### src/rtl/io_oserdes.sv
// Parallel-to-serial output serializer (LSB first) with a one-word holding register for gapless streaming.
// Optional even-parity bit after each word when IOSER_PARITY_EN is defined.
module io_oserdes #(
  parameter int WIDTH = 8
) (
  input  logic             IOCLK,
  input  logic             RST,
  input  logic [WIDTH-1:0] DIN,
  input  logic             DVALID,
  output logic             DREADY,
  output logic             OUT,
  output logic             TS,
  output logic             BUSY
);

  localparam int CW = $clog2(WIDTH) + 1;
  localparam logic [CW-1:0] LAST = CW'(WIDTH - 1);

  localparam logic [1:0] ST_IDLE  = 2'd0;
  localparam logic [1:0] ST_SHIFT = 2'd1;
`ifdef IOSER_PARITY_EN
  localparam logic [1:0] ST_PAR   = 2'd2;
`endif

  logic [1:0]       state_q, state_d;
  logic [WIDTH-1:0] shreg_q, shreg_d;
  logic [WIDTH-1:0] hold_q, hold_d;
  logic             hold_full_q, hold_full_d;
  logic [CW-1:0]    cnt_q, cnt_d;
  logic             out_q, out_d;
  logic             ts_q, ts_d;
`ifdef IOSER_PARITY_EN
  logic             par_q, par_d;
`endif

  logic             xfer;
  logic             frame_end;
  logic             load_en;
  logic [WIDTH-1:0] load_w;

  assign xfer = DVALID & ~hold_full_q;

  always_comb begin
    state_d     = state_q;
    shreg_d     = shreg_q;
    hold_d      = hold_q;
    hold_full_d = hold_full_q;
    cnt_d       = cnt_q;
`ifdef IOSER_PARITY_EN
    par_d       = par_q;
`endif
    frame_end   = 1'b0;
    load_en     = 1'b0;
    load_w      = DIN;

    case (state_q)
      ST_SHIFT: begin
        shreg_d = shreg_q >> 1;
        cnt_d   = cnt_q + 1'b1;
`ifdef IOSER_PARITY_EN
        if (cnt_q == LAST) begin
          state_d = ST_PAR;
          cnt_d   = '0;
        end
        if (xfer) begin
          hold_d      = DIN;
          hold_full_d = 1'b1;
        end
`else
        frame_end = (cnt_q == LAST);
        if (xfer && !frame_end) begin
          hold_d      = DIN;
          hold_full_d = 1'b1;
        end
`endif
      end
`ifdef IOSER_PARITY_EN
      ST_PAR: frame_end = 1'b1;
`endif
      default: begin
        // Idle transfers bypass the holding register entirely.
        if (xfer) load_en = 1'b1;
      end
    endcase

    if (frame_end) begin
      if (hold_full_q) begin
        load_en     = 1'b1;
        load_w      = hold_q;
        hold_full_d = 1'b0;
      end else if (xfer) begin
        load_en = 1'b1;
      end else begin
        state_d = ST_IDLE;
        cnt_d   = '0;
      end
    end

    if (load_en) begin
      shreg_d = load_w;
      cnt_d   = '0;
      state_d = ST_SHIFT;
`ifdef IOSER_PARITY_EN
      par_d   = ^load_w;
`endif
    end

    // Pin outputs are registered from the next-state view so they change cleanly on the edge.
    out_d = 1'b0;
    if (state_d == ST_SHIFT) out_d = shreg_d[0];
`ifdef IOSER_PARITY_EN
    if (state_d == ST_PAR) out_d = par_q;
`endif
    ts_d = (state_d != ST_IDLE);
  end

  always_ff @(posedge IOCLK or posedge RST) begin
    if (RST) begin
      state_q     <= ST_IDLE;
      shreg_q     <= '0;
      hold_q      <= '0;
      hold_full_q <= 1'b0;
      cnt_q       <= '0;
      out_q       <= 1'b0;
      ts_q        <= 1'b0;
`ifdef IOSER_PARITY_EN
      par_q       <= 1'b0;
`endif
    end else begin
      state_q     <= state_d;
      shreg_q     <= shreg_d;
      hold_q      <= hold_d;
      hold_full_q <= hold_full_d;
      cnt_q       <= cnt_d;
      out_q       <= out_d;
      ts_q        <= ts_d;
`ifdef IOSER_PARITY_EN
      par_q       <= par_d;
`endif
    end
  end

  assign DREADY = ~hold_full_q & ~RST;
  assign OUT    = out_q;
  assign TS     = ts_q;
  assign BUSY   = (state_q != ST_IDLE);

endmodule

### config.mk
export PLATFORM = sky130hd
export DESIGN_NAME = io_oserdes
export DESIGN_NICKNAME = d
export VERILOG_FILES = /design/src/rtl/io_oserdes.sv
export SDC_FILE = /design/constraint.sdc
export NUM_CORES = 1
export LEC_CHECK = 0
export ABC_AREA = 1
export CORE_MARGIN = 2
export CORE_UTILIZATION = 40
export DETAILED_ROUTE_END_ITERATION = 10
export GPL_ROUTABILITY_DRIVEN = 0
export GPL_TIMING_DRIVEN = 0
export PLACE_DENSITY = 0.59
export SETUP_SLACK_MARGIN = 0.5
export SKIP_LAST_GASP = 1
export SYNTH_ARGS = -nofsm -noshare
export SYNTH_HDL_FRONTEND = slang
export SYNTH_SLANG_ARGS = --single-unit
### constraint.sdc
create_clock -name IOCLK -period 1.55 [get_ports IOCLK]
set_input_delay 0.31 -clock IOCLK [delete_from_list [all_inputs] [get_ports IOCLK]]
set_output_delay 0.31 -clock IOCLK [all_outputs]
set_load 0.03 [all_outputs]
Word-level counts from Yosys, hierarchy flattened
Cells that the tools add are included.

word-level totals
  bits in registers = 25
  input bits = 11
  output and inout port bits = 4
  word-level logic and storage cells = 46

cells by class
  add/subtract/negate cells = 1
  equality and inequality tests = 3
  mux-type cells = 24
  bitwise operators = 4
  reductions and logical operators = 6

operator list
  cell                                                             number
  8-bit 2-to-1 mux                                                 4
  4-bit 2-to-1 mux                                                 5
  1-bit 2-to-1 mux                                                 11
  2-bit 2-to-1 mux                                                 4
  2-bit nonzero test                                               3
  4-bit by 1-bit adder with 4-bit output, second input constant    1
  2-bit by 1-bit == test with 1-bit output, second input constant  2
  4-bit by 3-bit == test with 1-bit output, second input constant  1
  1-bit bitwise AND                                                2
  1-bit NOT                                                        2
  2-bit AND reduction                                              1
  1-bit logical AND                                                1
  1-bit zero test                                                  1

Depth between registers and ports, before layout
Gate-level depths: netlist of the first run.

  depth in word-level cells = 10
  mapped depth = 8
  mapped depth without buffers = 8

Worst setup path before layout of the first run
OpenSTA, ideal clock, no wires.

  kind = register -> output
  from = register hold_full_q
  to = output port DREADY
  arrival = 1.076 ns
  data required time = 1.240 ns
  path slack = 0.164 ns
  stages on the path, launching flop included = 4
  buffers on the path = 2
  path through = dfrtp_1 > buf_4 > buf_2 > nor2_1

between the ends
  longest elaborated chain between the ends = 2

RTL lines
  what                    line  text
  from (decl)             28    logic hold_full_q, hold_full_d;
  from (signal assigned)  133   hold_full_q <= hold_full_d;
  1-bit NOT               143   assign DREADY = ~hold_full_q & ~RST;
  1-bit bitwise AND       143
  to (decl)               10    output logic DREADY,

Every way passes these cells.

Worst setup path in the final report of the first run
Ends and elaborated chain as after synthesis.

==> summary.txt, run 1 <==
Yosys
  – Primary flip-flop cell chosen by synthesis mapping: sky130_fd_sc_hd__dfrtp_1
  – Gate count after technology mapping: 164
  – Fraction of the yosys area taken by sequential cells: 47.48%
  – Number of enable flip-flop cells after synthesis: 0
  – Synth warn: 0
  – Flops & latches, synth: 25
  – Cell type contributing the most total cell area after synthesis: sky130_fd_sc_hd__dfrtp_1
  – Mapped Area: roughly 1300 sq um
  – Synth top cells by count: 41 x sky130_fd_sc_hd__nand2_1, 25 x sky130_fd_sc_hd__dfrtp_1, 23 x sky130_fd_sc_hd__nand3_1
  – Mean instance size in the synthesized netlist: approximately 8 sq um
  – Most common cell in the netlist: sky130_fd_sc_hd__nand2_1
  – Net count of the mapped netlist: about 180
  – Proportion of netlist area held by the largest area contributor: between 40% and 50%
  – Post-synth cell types: 20
  – Top cells by area, synth: sky130_fd_sc_hd__dfrtp_1 47%, sky130_fd_sc_hd__nand2_1 12%, sky130_fd_sc_hd__nand3_1 8.7%
  – Async set-or-reset flop fraction in the synthesized netlist: 100.0%

CTS
  – Clock latency reported for the late side of the worst-skew pair: between 0.3 and 0.4 ns
  – CTS Hold Bufs: 0
  – Master cell of the clock root buffer: sky130_fd_sc_hd__clkbuf_4
  – Clock net sink count: 25
  – Bufs on Longest Clock Path: 2
  – Register clock-pin slew on the reported worst setup and hold paths: about 0.15 ns
  – Number of H-tree branching levels: 1
  – CTS tree: done
  – Number of buffers inserted during clock tree synthesis: 3

Timing
  – Number of slew-limit violations in the final report: 0
  – Final hold violation count: 0
  – Final Skew: ~0.0018 ns
  – Unrepaired setup endpoints after global routing: yes
  – Worst Tran Pin Value: around 0.98 ns
  – Final Cycle Share: 95.53%
  – Max-slew headroom at the worst pin: approximately 35%
  – Max Clk Rate: roughly 680 MHz
  – Post-route setup TNS: 0 ns
  – Final critical path time including I/O delays and setup: between 1 and 1.5 ns
  – Total setup violations reported at the end of the flow: 0

Worst setup path
  – Worst setup path endpoint: DREADY
  – Worst R2R Setup Slack: between 0.1 and 0.15 ns
  – Critical path's slowest cell: sky130_fd_sc_hd__dfrtp_1
  – Setup crit start: hold_full_q$_DFF_PP0_
  – Data arrival time at the worst-slack endpoint: around 1.2 ns
  – Kind of cell adding the most delay to the critical path: flip-flops
  – Worst r2r src: cnt_q[0]$_DFF_PP0_
  – Type of the worst setup path: flip-flop to primary output
  – Delay of the slowest cell on the worst path: ~0.4 ns
  – Maximum fanout encountered on the critical timing path: 2
  – Required time at the worst-slack endpoint: roughly 1.2 ns
  – Worst reg2reg endpoint: shreg_q[7]$_DFFE_PP0P_
  – Worst r2r path cells: 7
  – Critical path, cell by cell: buf_6 -> buf_8 -> nor2_4 -> buf_6
  – Top cell by count, worst path: sky130_fd_sc_hd__buf_6
  – Buffers & Inverters on Critical Path: 3
  – Crit path capture type: primary output
  – Sort of element at the start of the critical path: flip-flop
  – Total number of cells along the worst setup path: 4

Final layout
  – Share of cells above drive strength 1: 42.11%
  – Post-Layout Inst Area: 2052 sq um
  – Total number of nets in the final design: about 220
  – Synth-to-layout area growth: 55.75%
  – Ant. Diodes: 0

Power
  – Internal power: ~2100 uW
  – Switching part of the total: a little over two fifths
  – Combinational cell fraction of total power: 61.1%
  – Static power due to leakage: between 0.0009 and 0.001 uW
  – IR Drop Worst-Case VDD: a little over 0.6 mV
  – Cell area power density: ~1800 nW/um^2
  – Sequential group share of total power: 30.1%
  – Net switching power: ~1500 uW
  – Clock power share: 8.8%

Routing
  – Drc violations: 0
  – Routed len/inst: 14.02 um
  – 1st-pass router iterations: 4
  – Vias per std cell: roughly 5
  – Routed WL: 3548 um
  – Post-DRT Antenna Nets: 0
  – Vias post-DR: 1271
  – Number of design-rule violations left by the first detailed-router iteration: just under 50

Global route
  – Leftover overflow at the end of global routing: 0
  – Total GRT Usage: 20.24%
  – Vias in the first global route: 1265
  – Wire length of the first global-routing pass: around 5600 um
  – Initial antenna violation count: 0
  – Maximum number of pins on one net before global-route repair: 26

Placed design
  – Placement Cell Area: ~1500 sq um
  – HPWL reported at the end of detailed placement: between 2000 and 2500 um
  – Count of buffers inserted at the top-level ports: 14

Floorplan
  – Die extent in x: around 60 um
  – Die area: 3769 sq um
  – Top-level I/O count: 15
  – Die extent in y: 61.39 um
  – Number of standard-cell rows in the floorplan: 20
  – Initial core utilization: between 40% and 50%
  – Placeable Area: roughly 3100 sq um

Worst hold path
  – Worst hold path class: flip-flop to flip-flop

Run
  – Max-cap viol count: 0

Status
  – Run status: finished, final reports clean
registers in the layout, indices dropped and copies added, names as in the netlist:
register / count
OUT: 1
TS: 1
cnt_q: 4
hold_full_q: 1
hold_q: 8
shreg_q: 8
state_q: 2
per-layer routing:
layer  up-vias  track usage, %  wire length (um)
met5         -               0                 0
met4         0           7.599                53
met3         8           1.891               142
met2        29           34.65              1803
met1       614           26.62              1548
li1        620               -                 -
power groups by stage:
| stage | Sequential, uW | Clock (uW) | Combinational (uW) |
|---|---|---|---|
| final | 1100 | 321 | 2240 |
| after CTS | 1090 | 327 | 1950 |
| after floorplan | 1100 | 0 | 980 |
| after global placement | 1080 | 0 | 1300 |
| after global routing | 1130 | 349 | 2430 |
| after detailed placement | 1090 | 0 | 1330 |
tightest hold or removal path: cells and delay by family, from the launching register on:
family	cells	cell delay (ns)
and+or+nand+nor	1	0.05
AOI/OAI and AO/OA	1	0.06
DFF	1	0.37
final cells by class:
cell class	instances	area, sq um
plain buffers	7	90.09
fillers	284	1051
clock buffers	3	22.52
flip-flops and latches	25	625.6
inverters	18	67.56
repair buffers	41	406.6
multi-input cells	114	777.0
well taps	44	55.05
clock inverters	1	7.507
through the flow:
step | setup WS [ns] | utilization (%) | cells | hold slack, ns | total power [uW]
floorplan | 0.3132 | - | 164 | 0.3373 | 2075
global placement | -0.2762 | 49.64 | 222 | 0.4731 | 2374
detailed placement | -0.2822 | 49.64 | 222 | 0.4815 | 2416
CTS | 0.06713 | 61.05 | 245 | 0.5153 | 3366
global route | 0.02760 | 66.13 | 253 | 0.5456 | 3915
finish | 0.06924 | 66.13 | 253 | 0.5137 | 3659
cell usage in the layout (no fill, tap or decap), types with 2 or more instances in the layout:
| master | synthesis | layout |
|---|---|---|
| sky130_fd_sc_hd__nand2_1 | 41 | 31 |
| sky130_fd_sc_hd__dfrtp_1 | 25 | 25 |
| sky130_fd_sc_hd__buf_6 | 1 | 17 |
| sky130_fd_sc_hd__buf_4 | 3 | 16 |
| sky130_fd_sc_hd__nand3_1 | 23 | 15 |
| sky130_fd_sc_hd__inv_1 | 16 | 14 |
| sky130_fd_sc_hd__o21ai_1 | 10 | 10 |
| sky130_fd_sc_hd__clkdlybuf4s50_1 | 0 | 10 |
| sky130_fd_sc_hd__nand2_2 | 3 | 9 |
| sky130_fd_sc_hd__nand3_2 | 4 | 8 |
| sky130_fd_sc_hd__o21ai_2 | 0 | 7 |
| sky130_fd_sc_hd__nor2_4 | 3 | 6 |
| sky130_fd_sc_hd__o21ai_0 | 13 | 6 |
| sky130_fd_sc_hd__nor2_1 | 7 | 5 |
| sky130_fd_sc_hd__nand3_4 | 0 | 4 |
| sky130_fd_sc_hd__inv_2 | 2 | 4 |
| sky130_fd_sc_hd__buf_8 | 0 | 3 |
| sky130_fd_sc_hd__clkbuf_4 | 0 | 3 |
| sky130_fd_sc_hd__nand2_8 | 0 | 2 |
| sky130_fd_sc_hd__nand2_4 | 0 | 2 |
| sky130_fd_sc_hd__nand4_1 | 2 | 2 |
| sky130_fd_sc_hd__xor2_1 | 2 | 2 |
| sky130_fd_sc_hd__nor3_2 | 0 | 2 |
| sky130_fd_sc_hd__buf_12 | 0 | 2 |
logic make-up (layout without fill, tap and decap cells):
kind of cell	Yosys count	in the layout	share of synthesized area [%]
flip-flops	25	25	47.48
buffers and inverters	25	70	8.832
AND/OR/NAND/NOR	88	88	32.67
adder cells (fa/ha/maj)	1	1	0.9495
AO/OA/AOI/OAI	23	23	8.737
XOR/XNOR	2	2	1.330
worst min-delay path by stage:
stage,from,slack (ns),depth (start not counted),to
2_1_floorplan,RST,0.34,1,OUT$_DFF_PP0_
3_3_place_gp,hold_q[0]$_DFFE_PP0P_,0.47,2,hold_q[0]$_DFFE_PP0P_
3_5_place_dp,hold_q[3]$_DFFE_PP0P_,0.48,2,hold_q[3]$_DFFE_PP0P_
4_1_cts,hold_q[3]$_DFFE_PP0P_,0.52,2,hold_q[3]$_DFFE_PP0P_
5_1_grt,hold_q[3]$_DFFE_PP0P_,0.55,2,hold_q[3]$_DFFE_PP0P_
6_report,hold_q[3]$_DFFE_PP0P_,0.51,2,hold_q[3]$_DFFE_PP0P_
timing repair:
item,4_1_cts,5_1_grt
setup buffers,17,7
resized for setup,74,23
pin swaps,11,21
hold endpoints to repair,0,0
gates cloned,2,1
setup endpoints to repair,54,54
No activity file was read; power rests on OpenSTA's default activity.
==> inputs of run 2 (changes only) <==
--- a/config.mk
+++ b/config.mk
@@ -11,7 +11,7 @@
 export DETAILED_ROUTE_END_ITERATION = 10
 export GPL_ROUTABILITY_DRIVEN = 0
 export GPL_TIMING_DRIVEN = 0
-export PLACE_DENSITY = 0.59
+export PLACE_DENSITY = 0.61
 export SETUP_SLACK_MARGIN = 0.5
 export SKIP_LAST_GASP = 1
 export SYNTH_ARGS = -nofsm -noshare
==> constraint.sdc (replaced) <==
create_clock -name IOCLK -period 1.31 [get_ports IOCLK]
set_input_delay 0.262 -clock IOCLK [delete_from_list [all_inputs] [get_ports IOCLK]]
set_output_delay 0.262 -clock IOCLK [all_outputs]
set_load 0.03 [all_outputs]
==> summary.txt, run 2 (synthesis results as in run 1) <==
Timing
  – Total setup violations reported at the end of the flow: 14 (+14)
  – Unrepaired setup endpoints after global routing: yes
  – Max Clk Rate: 707.3 MHz
  – Worst Tran Pin Value: 0.9589 ns (-0.02121 ns)
  – Max-slew headroom at the worst pin: 36.00% (+1.4 points)
  – Final hold violation count: 0 (unchanged)
  – Final Skew: 0.008566 ns (+0.006796 ns)
  – Worst setup slack after layout: -0.1039 ns (-0.1732 ns)
  – Final critical path time including I/O delays and setup: 1.414 ns
  – Final Cycle Share: 107.9%
  – Number of slew-limit violations in the final report: 0 (unchanged)
  – Post-route setup TNS: -0.5757 ns (-0.5757 ns)

Floorplan
  – Top-level I/O count: 15 (unchanged)
  – Die extent in y: 61.39 um (unchanged)
  – Placeable Area: 3103 sq um (unchanged)
  – Number of standard-cell rows in the floorplan: 20 (unchanged)
  – Die area: 3769 sq um (unchanged)
  – Die extent in x: 61.39 um (unchanged)
  – Initial core utilization: 42.46% (unchanged)

Worst setup path
  – Type of the worst setup path: flip-flop to primary output
  – Maximum fanout encountered on the critical timing path: 3 (+1)
  – Required time at the worst-slack endpoint: 1.05 ns (-0.19 ns)
  – Sort of element at the start of the critical path: flip-flop
  – Crit path capture type: primary output
  – Data arrival time at the worst-slack endpoint: 1.15 ns (-0.02 ns)

Global route
  – Wire length of the first global-routing pass: 5671 um (+1.2%)
  – Initial antenna violation count: 0 (unchanged)
  – Maximum number of pins on one net before global-route repair: 26 (unchanged)
  – Total GRT Usage: 20.24% (unchanged)
  – Vias in the first global route: 1275 (+0.79%)
  – Leftover overflow at the end of global routing: 0 (unchanged)

Final layout
  – Area of all sequential standard cells: 625.6 sq um (unchanged)
  – Biggest regs: hold_q: 8 flops, shreg_q: 8 flops, cnt_q: 4 flops
  – Non-filler cells, final: 250 (-1.2%)
  – Top library cells by usage in the layout, fill and taps aside: 25 x sky130_fd_sc_hd__dfrtp_1, 24 x sky130_fd_sc_hd__nand2_1, 20 x sky130_fd_sc_hd__buf_6, 18 x sky130_fd_sc_hd__nand3_1
  – Ant. Diodes: 0 (unchanged)
  – Area of the multi-input gates: 832.0 sq um (+7.1%)
  – Fill cells: 248 (-13%)
  – Share of cells above drive strength 1: 46.12% (+4.0 points)
  – Commonest non-fill, non-tap cell in the layout: sky130_fd_sc_hd__dfrtp_1
  – Total number of nets in the final design: 219 (-1.4%)
  – Synth-to-layout area growth: 56.98%

Placed design
  – HPWL reported at the end of detailed placement: 2003 um (-1.6%)
  – Setup Slack @ Placement: -0.4100 ns (-0.1278 ns)
  – Placed cell count: 222 (unchanged)
  – Count of buffers inserted at the top-level ports: 14 (unchanged)

Routing
  – Drc violations: 0 (unchanged)
  – Vias per std cell: 5.000 (-0.47%)
  – 1st-pass router iterations: 4 (unchanged)
  – Number of design-rule violations left by the first detailed-router iteration: 45 (-8.2%)
  – Routed len/inst: 13.58 um (-3.2%)
  – Routed WL: 3395 um (-4.3%)
  – Post-DRT Antenna Nets: 0 (unchanged)
  – Vias post-DR: 1250 (-1.7%)

CTS
  – Clock net sink count: 25 (unchanged)
  – CTS tree: done
  – Clock latency reported for the late side of the worst-skew pair: 0.33 ns (about the same)
  – Master cell of the clock root buffer: sky130_fd_sc_hd__clkbuf_4
  – CTS Hold Bufs: 0 (unchanged)
  – Number of buffers inserted during clock tree synthesis: 3 (unchanged)
  – Number of H-tree branching levels: 1 (unchanged)
  – Register clock-pin slew on the reported worst setup and hold paths: 0.15 ns (about the same)
  – Bufs on Longest Clock Path: 2 (unchanged)

Status
  – Run status: complete, but fails checks
  – Failing checks: negative setup slack

Worst hold path
  – Worst hold path class: input port to flip-flop

Power
  – Post-route total power: 4351 uW (+19%)
  – Static power due to leakage: 0.0009818 uW (+1.5%)
  – IR Drop Worst-Case VDD: 0.9584 mV (+56%)
  – Cell area power density: 2104 nW/um^2 (+18%)

Run
  – Max-cap viol count: 0 (unchanged)
==> run 2: cell count changes in the layout (fill, tap and decap cells not counted), moves of 4 or more <==
cell / previous run / this run
sky130_fd_sc_hd__nand2_4: 2 / 12
sky130_fd_sc_hd__nand2_1: 31 / 24
sky130_fd_sc_hd__o21ai_2: 7 / 14
sky130_fd_sc_hd__buf_4: 16 / 12
sky130_fd_sc_hd__o21ai_0: 6 / 2
==> run 2: metrics by stage <==
stage	cell area [sq um]	util [%]	hold slack [ns]
floorplan	1348	-	0.2893
global placement	1543	49.72	0.4748
detailed placement	1543	49.72	0.4799
CTS	1907	61.45	0.4957
global route	2068	66.65	0.4942
finish	2068	66.65	0.4919
==> run 2: per-layer routing <==
metal | part of all wire (%) | wire length [um] | up-vias | GRT usage [%]
li1 | - | - | 620 | -
met1 | 41 | 1408 | 595 | 24.90
met2 | 54 | 1827 | 26 | 36.63
met3 | 2.4 | 81 | 9 | 2.311
met4 | 2.3 | 78 | 0 | 6.991
met5 | 0 | 0 | - | 0
==> run 2: where the power goes <==
part | total (uW) | internal [uW] | switching (uW)
clock network | 366 | 117 | 249
registers | 1340 | 1090 | 254
logic | 2640 | 1270 | 1370
==> run 2: critical path: stages, from the launching register on <==
cell and delay (ns):
sky130_fd_sc_hd__dfrtp_1 0.40, sky130_fd_sc_hd__buf_6 0.12, sky130_fd_sc_hd__buf_6 0.11, sky130_fd_sc_hd__nor2_4 0.07, sky130_fd_sc_hd__buf_6 0.13
==> run 2: path summary, 6_finish.rpt <==
check	start	to	slack (ns)	cells after the start
min	DIN[7]	hold_q[7]$_DFFE_PP0P_	0.49	3
max reg2reg	state_q[1]$_DFF_PP0_	hold_q[1]$_DFFE_PP0P_	-0.06	7
max in group asynchronous	RST	cnt_q[0]$_DFF_PP0_	0.18	2
min reg2reg	hold_q[6]$_DFFE_PP0P_	hold_q[6]$_DFFE_PP0P_	0.53	2
max	hold_full_q$_DFF_PP0_	DREADY	-0.10	4
min in group asynchronous	RST	shreg_q[7]$_DFFE_PP0P_	0.54	2
==> run 2: cell type report <==
cell class | count | area share, %
inverters | 18 | 3.388
well taps | 44 | 2.662
clock inverters | 1 | 0.3630
repair buffers | 37 | 18.21
plain buffers | 7 | 3.811
flip-flops and latches | 25 | 30.25
multi-input cells | 115 | 40.23
clock buffers | 3 | 1.089
==> run 2: timing repair <==
action / in CTS / in global routing
buffers inserted: 17 / 3
endpoints found under the setup margin: 54 / 54
gates cloned: 3 / 1
pin swaps: 18 / 19
resized for setup: 72 / 42
==> inputs of run 3 (changes only) <==
--- a/config.mk
+++ b/config.mk
@@ -9,9 +9,11 @@
 export CORE_MARGIN = 2
 export CORE_UTILIZATION = 40
 export DETAILED_ROUTE_END_ITERATION = 10
-export GPL_ROUTABILITY_DRIVEN = 0
+export DONT_BUFFER_PORTS = 1
+export GPL_ROUTABILITY_DRIVEN = 1
 export GPL_TIMING_DRIVEN = 0
-export PLACE_DENSITY = 0.61
+export MAX_ROUTING_LAYER = met4
+export PLACE_DENSITY = 0.55
 export SETUP_SLACK_MARGIN = 0.5
 export SKIP_LAST_GASP = 1
 export SYNTH_ARGS = -nofsm -noshare
==> summary.txt, run 3 (synthesis results as in run 1) <==
Floorplan
  – Initial core utilization: 42.46% (unchanged)
  – Die area: 3769 sq um (unchanged)
  – Number of standard-cell rows in the floorplan: 20 (unchanged)
  – Top-level I/O count: 15 (unchanged)
  – Die extent in y: 61.39 um (unchanged)
  – Placeable Area: 3103 sq um (unchanged)
  – Die extent in x: 61.39 um (unchanged)

Routing
  – 1st-pass router iterations: 6 (+2)
  – Routed WL: 3251 um (-4.2%)
  – Met1 Wirelength: 1503 um (+6.7%)
  – Drc violations: 0 (unchanged)
  – Top Metal Used: met4
  – Number of design-rule violations left by the first detailed-router iteration: 50 (+11%)
  – Vias per std cell: 5.077 (+1.5%)
  – Wire length on met2: 1677 um (-8.2%)
  – Post-DRT Antenna Nets: 0 (unchanged)
  – Routed wl met3: 41 um (-49%)
  – Routed len/inst: 13.83 um (+1.9%)
  – Vias post-DR: 1193 (-4.6%)

Timing
  – Final-layout worst hold slack: -0.1813 ns (-0.6732 ns)
  – Final hold violation count: 25 (+25)
  – Total setup violations reported at the end of the flow: 11 (-3)
  – Max Clk Rate: 705.4 MHz (-0.27%)
  – Final critical path time including I/O delays and setup: 1.418 ns (+0.003794 ns)
  – Max-slew headroom at the worst pin: 62.46% (+26 points)
  – Worst setup slack after layout: -0.1077 ns (-0.003794 ns)
  – Final Skew: 0.005959 ns (-0.002608 ns)
  – Number of slew-limit violations in the final report: 0 (unchanged)
  – Unrepaired setup endpoints after global routing: yes
  – Worst Tran Pin Value: 0.5619 ns (-0.3970 ns)
  – Final Cycle Share: 108.2% (+0.29 points)
  – Post-route setup TNS: -0.5958 ns (-0.02004 ns)

Final layout
  – Ant. Diodes: 0 (unchanged)
  – Finished Core Util: 63.27% (-3.4 points)
  – Biggest regs: hold_q: 8 flops, shreg_q: 8 flops, cnt_q: 4 flops
  – Area of all sequential standard cells: 629.4 sq um (+0.60%)
  – Synth-to-layout area growth: 49.00%
  – Share of cells above drive strength 1: 50.79% (+4.7 points)
  – Commonest non-fill, non-tap cell in the layout: sky130_fd_sc_hd__nand2_1
  – Area of the multi-input gates: 864.6 sq um (+3.9%)
  – Non-filler cells, final: 235 (-6.0%)
  – Fill cells: 271 (+9.3%)
  – Total number of nets in the final design: 204 (-6.8%)
  – Top library cells by usage in the layout, fill and taps aside: 24 x sky130_fd_sc_hd__nand2_1, 22 x sky130_fd_sc_hd__dfrtp_1, 14 x sky130_fd_sc_hd__buf_6, 14 x sky130_fd_sc_hd__nand3_1

Worst setup path
  – Top cell by count, worst path: sky130_fd_sc_hd__buf_6
  – Required time at the worst-slack endpoint: 1.05 ns (about the same)
  – Data arrival time at the worst-slack endpoint: 1.16 ns (about the same)
  – Crit path capture type: primary output
  – Sort of element at the start of the critical path: flip-flop
  – Maximum fanout encountered on the critical timing path: 3 (unchanged)
  – Worst r2r path cells: 8 (+1)
  – Type of the worst setup path: flip-flop to primary output
  – Delay of the slowest cell on the worst path: 0.40 ns (about the same)
  – Critical path's slowest cell: sky130_fd_sc_hd__dfrtp_1
  – Critical path, cell by cell: buf_6 -> buf_6 -> nor2_4

Power
  – Cell area power density: 2163 nW/um^2 (+2.8%)
  – IR Drop Worst-Case VDD: 0.7550 mV (-21%)
  – Post-route total power: 4247 uW (-2.4%)
  – Static power due to leakage: 0.0009510 uW (-3.1%)

CTS
  – Number of buffers inserted during clock tree synthesis: 3 (unchanged)
  – Number of H-tree branching levels: 1 (unchanged)
  – Register clock-pin slew on the reported worst setup and hold paths: 0.16 ns (about the same)
  – Bufs on Longest Clock Path: 2 (unchanged)
  – CTS Hold Bufs: 0 (unchanged)
  – Clock net sink count: 25 (unchanged)
  – CTS tree: done
  – Clock latency reported for the late side of the worst-skew pair: 0.33 ns (about the same)
  – Master cell of the clock root buffer: sky130_fd_sc_hd__clkbuf_4

Global route
  – Total GRT Usage: 19.41% (-0.83 points)
  – Wire length of the first global-routing pass: 5244 um (-7.5%)
  – Initial antenna violation count: 0 (unchanged)
  – Vias in the first global route: 1154 (-9.5%)
  – Maximum number of pins on one net before global-route repair: 26 (unchanged)
  – Leftover overflow at the end of global routing: 0 (unchanged)

Placed design
  – Setup Slack @ Placement: -0.1439 ns (+0.2662 ns)
  – Weighted congestion reported at the end of routability-driven placement: roughly 0.74
  – Placed cell count: 208 (-6.3%)
  – HPWL reported at the end of detailed placement: 1937 um (-3.3%)
  – Count of buffers inserted at the top-level ports: 0 (-14)

Run
  – Max-cap viol count: 0 (unchanged)

Status
  – Failing checks: negative hold slack, negative setup slack
  – Run status: complete, but fails checks

Worst hold path
  – Worst hold path class: input port to async pin
run 3: cell types whose count changed in the layout (fill, tap and decap cells not counted), moves of 2 or more:
cell | before | now
sky130_fd_sc_hd__clkdlybuf4s50_1 | 10 | 0
sky130_fd_sc_hd__o21ai_1 | 7 | 3
sky130_fd_sc_hd__buf_6 | 20 | 14
sky130_fd_sc_hd__nand3_2 | 5 | 8
sky130_fd_sc_hd__dfrtp_2 | 0 | 3
sky130_fd_sc_hd__nand3_1 | 18 | 14
sky130_fd_sc_hd__dfrtp_1 | 25 | 22
sky130_fd_sc_hd__inv_1 | 14 | 12
sky130_fd_sc_hd__nand2_2 | 9 | 6
sky130_fd_sc_hd__o21ai_0 | 2 | 8
sky130_fd_sc_hd__o21ai_2 | 14 | 12
run 3: what timing repair did:
action                     CTS  global route
buffers inserted            17             3
hold endpoints to repair     0            25
cloned                       3             0
pin swaps                   12             6
gates resized for setup     66            25
setup endpoints to repair   29            31
run 3: through the flow:
stage               instance area (sq um)  hold slack (ns)
global placement                     1403           0.4129
floorplan                            1348           0.2893
finish                               1963          -0.1813
CTS                                  1851          0.05457
detailed placement                   1403           0.4201
global route                         1963          -0.1582
run 3: layer usage:
| metal | track usage, % | vias up |
|---|---|---|
| li1 | - | 587 |
| met1 | 25.59 | 593 |
| met2 | 31.91 | 9 |
| met3 | 1.891 | 4 |
| met4 | 5.471 | 0 |
| met5 | - | - |
run 3: report_power, final:
group	total (uW)	internal [uW]	switching (uW)
sequential	1360	1090	274
clock	382	117	265
combinational	2500	1200	1300
run 3: critical path, delay by kind of cell, from the launching register on:
| kind | cells | cell delay [ns] |
|---|---|---|
| and+or+nand+nor | 1 | 0.18 |
| buffers and inverters | 2 | 0.25 |
| DFF | 1 | 0.40 |
run 3: final cells by class:
type,count,share of cell area [%]
Buffer,7,4.207
Clock inverter,1,0.3824
Clock buffer,3,1.147
Sequential cell,25,32.06
Tap cell,44,2.804
Timing Repair Buffer,23,11.60
Multi-Input combinational cell,114,44.04
Inverter,18,3.760
run 3: path summary, 6_finish.rpt:
kind,startpoint,end,slack (ns)
min reg2reg,hold_q[1]$_DFFE_PP0P_,hold_q[1]$_DFFE_PP0P_,0.51
min in group IOCLK,DIN[0],hold_q[0]$_DFFE_PP0P_,0.07
max reg2reg,cnt_q[1]$_DFF_PP0_,shreg_q[7]$_DFFE_PP0P_,-0.09
max in group asynchronous,RST,TS$_DFF_PP0_,1.14
min,RST,shreg_q[4]$_DFFE_PP0P_,-0.18
max,hold_full_q$_DFF_PP0_,DREADY,-0.11
